==> src/rtl/cpu_pkg.sv <==
// Shared types and constants for the 5-bit-PC, 32-bit-instruction core.
//   PC_W / INSTR_W : program counter and instruction widths
//   OP_*           : major opcode encodings (instr[31:29])
//   fetch_entry_t  : one fetched instruction tagged with its address
package cpu_pkg;

    localparam int unsigned PC_W    = 5;
    localparam int unsigned INSTR_W = 32;

    localparam logic [2:0] OP_ADD    = 3'b010;
    localparam logic [2:0] OP_SHIFTL = 3'b100;
    localparam logic [2:0] OP_ADDI   = 3'b110;
    localparam logic [2:0] OP_SUBI   = 3'b111;

    localparam logic [7:0] ISSUE_MAX = 8'd255;

    typedef struct packed {
        logic [PC_W-1:0]    pc;
        logic [INSTR_W-1:0] instr;
    } fetch_entry_t;

endpackage

==> src/rtl/instruction_fetch_if.sv <==
// Fetch-to-decode handshake.
//   out_valid : head entry present (driven by fetch)
//   out_ready : decode accepts the head this cycle (driven by decode)
//   out_instr : head instruction
//   out_pc    : address of the head instruction
interface instruction_fetch_if;
    import cpu_pkg::*;

    logic               out_valid;
    logic               out_ready;
    logic [INSTR_W-1:0] out_instr;
    logic [PC_W-1:0]    out_pc;

    modport master (output out_valid, output out_instr, output out_pc, input out_ready);
    modport slave  (input out_valid, input out_instr, input out_pc, output out_ready);

endinterface

==> src/rtl/fetch_buffer.sv <==
// Two-entry FIFO of fetch entries.
//   clk, rst_n : clock, asynchronous active-low reset
//   push       : enqueue push_entry (caller guarantees space, or a same-cycle pop)
//   pop        : drop the head (caller guarantees count != 0)
//   flush      : empty the buffer; overrides push and pop
//   head       : oldest entry, all zero while empty
//   count      : number of occupied entries (0..2)
module fetch_buffer
    import cpu_pkg::*;
(
    input  logic         clk,
    input  logic         rst_n,
    input  logic         push,
    input  fetch_entry_t push_entry,
    input  logic         pop,
    input  logic         flush,
    output fetch_entry_t head,
    output logic [1:0]   count
);

    // slot0 is always the head; unused slots are kept at zero so head reads 0 when empty.
    fetch_entry_t slot0_q, slot0_d;
    fetch_entry_t slot1_q, slot1_d;
    logic [1:0]   count_q, count_d;

    always_comb begin
        slot0_d = slot0_q;
        slot1_d = slot1_q;
        count_d = count_q;
        if (flush) begin
            slot0_d = '0;
            slot1_d = '0;
            count_d = 2'd0;
        end else begin
            case ({push, pop})
                2'b10: begin
                    if (count_q == 2'd0) begin
                        slot0_d = push_entry;
                    end else begin
                        slot1_d = push_entry;
                    end
                    count_d = count_q + 2'd1;
                end
                2'b01: begin
                    slot0_d = slot1_q;
                    slot1_d = '0;
                    count_d = count_q - 2'd1;
                end
                2'b11: begin
                    // Occupancy unchanged: shift when full, otherwise replace the lone head.
                    if (count_q == 2'd2) begin
                        slot0_d = slot1_q;
                        slot1_d = push_entry;
                    end else begin
                        slot0_d = push_entry;
                    end
                end
                default: ;
            endcase
        end
    end

    always_ff @(posedge clk or negedge rst_n) begin
        if (!rst_n) begin
            slot0_q <= '0;
            slot1_q <= '0;
            count_q <= 2'd0;
        end else begin
            slot0_q <= slot0_d;
            slot1_q <= slot1_d;
            count_q <= count_d;
        end
    end

    assign head  = slot0_q;
    assign count = count_q;

endmodule

==> src/rtl/instruction_fetch.sv <==
// Fetch stage: owns the PC, addresses a combinational instruction memory, buffers
// returned words in a 2-entry FIFO and hands them to decode over valid/ready.
//   clk, rst_n     : clock, asynchronous active-low reset
//   imem_addr      : instruction memory address (the PC)
//   imem_instr     : word at imem_addr, same cycle
//   out            : decode handshake (master side)
//   redirect_valid : load PC from redirect_pc, flush the buffer, restart fetching
//   redirect_pc    : new fetch address
//   done           : fetch stopped and buffer empty (registered)
//   issue_count    : completed output handshakes, saturating at 255
module instruction_fetch
    import cpu_pkg::*;
#(
    parameter logic [PC_W-1:0] LAST_PC = 5'd31
) (
    input  logic                clk,
    input  logic                rst_n,
    output logic [PC_W-1:0]     imem_addr,
    input  logic [INSTR_W-1:0]  imem_instr,
    instruction_fetch_if.master out,
    input  logic                redirect_valid,
    input  logic [PC_W-1:0]     redirect_pc,
    output logic                done,
    output logic [7:0]          issue_count
);

    localparam logic [PC_W-1:0] PC_ONE = 1;

    logic [PC_W-1:0] pc_q, pc_d;
    logic            stopped_q, stopped_d;
    logic            done_q, done_d;
    logic [7:0]      issue_q, issue_d;

    logic            push;
    logic            pop;
    logic [1:0]      count;
    fetch_entry_t    head;
    fetch_entry_t    push_entry;

    assign pop  = out.out_valid && out.out_ready;
    // A full buffer may still accept a word when its head leaves this cycle.
    assign push = !stopped_q && !redirect_valid && ((count != 2'd2) || pop);

    assign push_entry.pc    = pc_q;
    assign push_entry.instr = imem_instr;

    fetch_buffer u_buf (
        .clk        (clk),
        .rst_n      (rst_n),
        .push       (push),
        .push_entry (push_entry),
        .pop        (pop),
        .flush      (redirect_valid),
        .head       (head),
        .count      (count)
    );

    always_comb begin
        pc_d      = pc_q;
        stopped_d = stopped_q;
        issue_d   = issue_q;
        done_d    = stopped_q && (count == 2'd0);
        if (redirect_valid) begin
            pc_d      = redirect_pc;
            stopped_d = 1'b0;
        end else if (push) begin
            if (pc_q == LAST_PC) begin
                stopped_d = 1'b1;
            end else begin
                pc_d = pc_q + PC_ONE;
            end
        end
        // The handshake in a redirect cycle still counts.
        if (pop && (issue_q != ISSUE_MAX)) begin
            issue_d = issue_q + 8'd1;
        end
    end

    always_ff @(posedge clk or negedge rst_n) begin
        if (!rst_n) begin
            pc_q      <= '0;
            stopped_q <= 1'b0;
            done_q    <= 1'b0;
            issue_q   <= 8'd0;
        end else begin
            pc_q      <= pc_d;
            stopped_q <= stopped_d;
            done_q    <= done_d;
            issue_q   <= issue_d;
        end
    end

    assign imem_addr     = pc_q;
    assign out.out_valid = (count != 2'd0);
    assign out.out_instr = head.instr;
    assign out.out_pc    = head.pc;
    assign done          = done_q;
    assign issue_count   = issue_q;

endmodule

==> src/flat_wrapper.sv <==
// flat-port wrapper written by rule: the top's interface ports become plain ports
module instruction_fetch_flat import cpu_pkg::*;
#(
    parameter logic [PC_W-1:0] LAST_PC = 5'd31
)
  (clk, rst_n, imem_addr, imem_instr, redirect_valid, redirect_pc, done, issue_count, out_out_valid, out_out_instr, out_out_pc, out_out_ready);
  instruction_fetch_if out_i ();
  input  logic clk;
  input  logic rst_n;
  output logic [PC_W-1:0] imem_addr;
  input  logic [INSTR_W-1:0] imem_instr;
  input  logic redirect_valid;
  input  logic [PC_W-1:0] redirect_pc;
  output logic done;
  output logic [7:0] issue_count;
  output wire logic [$bits(out_i.out_valid)-1:0] out_out_valid;
  output wire logic [$bits(out_i.out_instr)-1:0] out_out_instr;
  output wire logic [$bits(out_i.out_pc)-1:0] out_out_pc;
  input wire logic [$bits(out_i.out_ready)-1:0] out_out_ready;
  assign out_out_valid = out_i.out_valid;
  assign out_out_instr = out_i.out_instr;
  assign out_out_pc = out_i.out_pc;
  assign out_i.out_ready = out_out_ready;
  instruction_fetch #(.LAST_PC(LAST_PC)) u_core (.clk(clk), .rst_n(rst_n), .imem_addr(imem_addr), .imem_instr(imem_instr), .out(out_i), .redirect_valid(redirect_valid), .redirect_pc(redirect_pc), .done(done), .issue_count(issue_count));
endmodule
==> config.mk <==
export PLATFORM = sky130hd
export DESIGN_NAME = instruction_fetch_flat
export DESIGN_NICKNAME = d
export VERILOG_FILES = /design/src/rtl/cpu_pkg.sv /design/src/rtl/instruction_fetch_if.sv /design/src/rtl/fetch_buffer.sv /design/src/rtl/instruction_fetch.sv /design/src/flat_wrapper.sv
export SDC_FILE = /design/constraint.sdc
export NUM_CORES = 1
export LEC_CHECK = 0
export BUFFER_PORTS_ARGS = -buffer_cell sky130_fd_sc_hd__clkbuf_2
export CORE_ASPECT_RATIO = 1.5
export CORE_MARGIN = 4
export CORE_UTILIZATION = 40
export CTS_CLUSTER_DIAMETER = 80
export DETAILED_ROUTE_END_ITERATION = 6
export PLACE_DENSITY = 0.73
export SLEW_MARGIN = 15
export SYNTH_ARGS = -nofsm -noshare
export SYNTH_HDL_FRONTEND = slang
export SYNTH_SLANG_ARGS = --single-unit
==> constraint.sdc <==
create_clock -name clk -period 2 [get_ports clk]
set_input_delay 0.3 -clock clk [delete_from_list [all_inputs] [get_ports clk]]
set_output_delay 0.3 -clock clk [all_outputs]
set_load 0.02 [all_outputs]
==> summary.md <==
| Metric | Value |
|---|---|
| Vias in the first global route | `3,173` |
| Drc violations | `0` |
| Mux contribution to synthesized area | `10.8%` |
| Largest area contributor in the netlist | `dfrtp_1` |
| Core area | `9740 sq um` |
| RSZ-0062 raised after global routing | `false` |
| Maxcap violations | `0` |
| Die Height | `130 microns` |
| CTS Sinks | `91` |
| Register area | `2280 sq um` |
| Syn. warnings | `0` |
| Filler cells | `899` |
| Sequential area share after synthesis | `56.9%` |
| Compound-gate portion of the synthesized area | `15.8%` |
| Simple-gate share of the synthesized area | `8.88%` |
| Routed wire length | `9420 microns` |
| Netlist cell types | `36` |
| Layout area overhead | `24.8%` |
| Final Wtd Congestion | `0.768` |
| First drt pass iteration count | `4` |
| Fmax | `543 MHz` |
| ANT cells | `0` |
| Placed standard-cell area | `4640 sq um` |
| Final period utilization | `92.0%` |
| Critical path startpoint category | `flip-flop` |
| Status | `finished, final reports clean` |
| Worst Setup End Kind | `flip-flop` |
| I/O pin total | `93` |
| Sum Neg Setup Slack | `0 ps` |
| Crit path time final | `1840 ps` |
| Gr usage total | `17.3%` |
| Critical path peak fanout | `6` |
| Post-route cell area | `4990 sq um` |
| Largest net degree at the start of global routing | `38` |
| Syn Std Cell Area | `4000 sq um` |
| Area of the multi-input gates | `1560 sq um` |
| Share of cells above drive strength 1 | `31.4%` |
| Pins Over Slew Limit | `0` |
| CTS tree | `built` |
| Setup violators final | `0` |
| GRT overflow | `0` |
| Floorplan row count | `44` |
| Worst Clk Skew | `7.31 ps` |
| Post-synthesis adder-cell area fraction | `0.938%` |
| Syn Area/Cell | `11.8 sq um` |
| Syn nets | `383` |
| Initial antenna violation count | `0` |
| Worst endpoint data arrival time | `2060 ps` |
| Initial Util | `41.1%` |
| First-pass GRT wire length | `15,700 microns` |
| PostCTS Resize Cnt | `0` |
| Final #Nets | `482` |
| First DRT Iteration DRCs | `120` |
| Main area contributors after synthesis | `dfrtp_1 57%, mux2i_1 10%, a22o_1 8.1%, o21ai_1 5.4%, nand2_1 4.4%` |
| IO Port Bufs | `92` |
| WP data required | `2220 ps` |
| Final hold slack | `171 ps` |
| DR vias | `3,020` |
| Number of routed nets with antenna violations | `0` |
| Power Density | `1060 nW/um^2` |
| Cells after Synth | `339` |
| DIE AREA | `11,700 sq um` |
| Synth top area share | `56.9%` |
| Clock transition at the registers of the reported paths | `70 ps` |
| Xor-xnor portion of the synthesized cell area | `1.97%` |
| Worst slew pin tran | `792 ps` |
| Fin. Hold Viols | `0` |
| Flops & latches, synth | `91` |
| Largest family of logic cells by synthesized area | `compound AO/OA/AOI/OAI gates` |
| Detailed Place HPWL | `6400 microns` |
| Routed len/inst | `16.9 microns` |
| Clock Path Buffers | `2` |
| Later-pin clock latency in the skew report | `340 ps` |
| P_leak | `2.50 nW` |
| Min-delay worst type | `input port to flip-flop` |
| Htree depth | `3` |
| Vias per cell | `5.41` |
| Total setup buffers inserted after CTS | `0` |
| Power Total | `5.28 mW` |
| Max IR drop VDD | `0.710 mV` |
| WS Path Type | `flip-flop to flip-flop` |
| Clock root cell | `clkbuf_16` |
| Slew headroom | `47.0%` |
| Die width | `89.7 microns` |
| Num CTS Buffers | `9` |
==> synth_stat cells, drive strengths merged <==
cell type / instances
dfrtp: 91
nand2: 47
o21ai: 45
mux2i: 41
a22o: 37
buf: 22
nor3: 7
xor2: 7
a21oi: 6
nor2: 6
nand3: 4
and3: 3
ha: 3
or2: 3
clkbuf: 2
mux2: 2
xnor2: 2
a211oi: 1
a21boi: 1
and2: 1
and4: 1
inv: 1
nand4: 1
nor2b: 1
nor4: 1
o2111ai: 1
o21a: 1
or3b: 1
==> registers in the layout (all words and copies together) (netlist names) <==
| register | cells |
|---|---|
| u_core.u_buf.count | 2 |
| u_core.issue_count | 8 |
| u_core.stopped_q | 1 |
| u_core.u_buf.head | 37 |
| u_core.done | 1 |
| u_core.u_buf.slot1_q | 37 |
| u_core.imem_addr | 5 |
==> cells by family (layout without fill, tap and decap cells) <==
| kind of cell | count (synthesis) | count (layout) |
|---|---|---|
| compound gates | 92 | 92 |
| flops | 91 | 91 |
| simple gates | 76 | 76 |
| mux | 43 | 43 |
| buf+inv | 25 | 129 |
| xor+xnor | 9 | 9 |
| fa+ha+maj | 3 | 3 |
==> path summary, 6_finish.rpt <==
check | startpoint | end | slack [ps] | cells past startpoint
hold / removal | redirect_pc[2] | u_core.imem_addr[2] | 170 | 3
setup / recovery | u_core.imem_addr[1] | u_core.imem_addr[3] | 160 | 7
max in group asynchronous | rst_n | u_core.u_buf.head[29] | 1040 | 3
hold reg to reg | u_core.u_buf.head[31] | u_core.u_buf.head[31] | 480 | 2
setup reg to reg | u_core.imem_addr[1] | u_core.imem_addr[3] | 160 | 7
min in group asynchronous | rst_n | u_core.u_buf.slot1_q[30] | 380 | 2
==> per-layer routing <==
metal	track usage (%)	part of all wire [%]
met2	29.3	51
met3	4.33	5.7
met1	21.7	43
met4	5.08	0.99
met5	0	0
==> layout by cell type (no fill, tap or decap), drive strengths merged, types with 3 or more instances in the layout <==
master / instances
clkbuf: 100
dfrtp: 91
nand2: 47
o21ai: 45
mux2i: 41
a22o: 37
buf: 20
xor2: 7
nor3: 7
nor2: 6
a21oi: 6
nand3: 4
and3: 3
ha: 3
bufinv: 3
inv: 3
or2: 3
==> where the power goes <==
| part | internal (mW) | switching, mW | leakage, nW |
|---|---|---|---|
| Combinational | 0.415 | 0.643 | 1.13 |
| Clock | 1.23 | 0.746 | 0.167 |
| Sequential | 2.06 | 0.181 | 1.20 |
| Total | 3.70 | 1.57 | 2.50 |
==> final cells by class <==
class	instances	area share [%]
tap	115	2.88
inverter	1	0.0752
clock inverter	7	2.48
multi-input combinational	223	31.1
clock buffer	9	4.51
timing repair buffer	112	13.3
sequential	91	45.6
==> critical path, stage by stage (launching register included) <==
cell and delay (ps):
dfrtp_1 430, ha_1 210, and3_1 190, ha_1 190, nor2_1 170, nand3_1 120
xnor2_1 150, mux2_2 280
==> stage by stage <==
stage / instances / util (%) / worst slack [ps]
2_1_floorplan: 339 / - / 180
3_3_place_gp: 541 / 47.6 / 258
3_5_place_dp: 541 / 47.6 / 164
4_1_cts: 558 / 51.3 / 146
5_1_grt: 558 / 51.3 / 44.1
6_report: 558 / 51.3 / 159
==> what timing repair did <==
item                                    4_1_cts  5_1_grt
hold buffers                                  1        0
hold endpoints to repair                     18        0
endpoints found under the setup margin        0        0
Note: power is estimated with default switching activity, not from simulation.
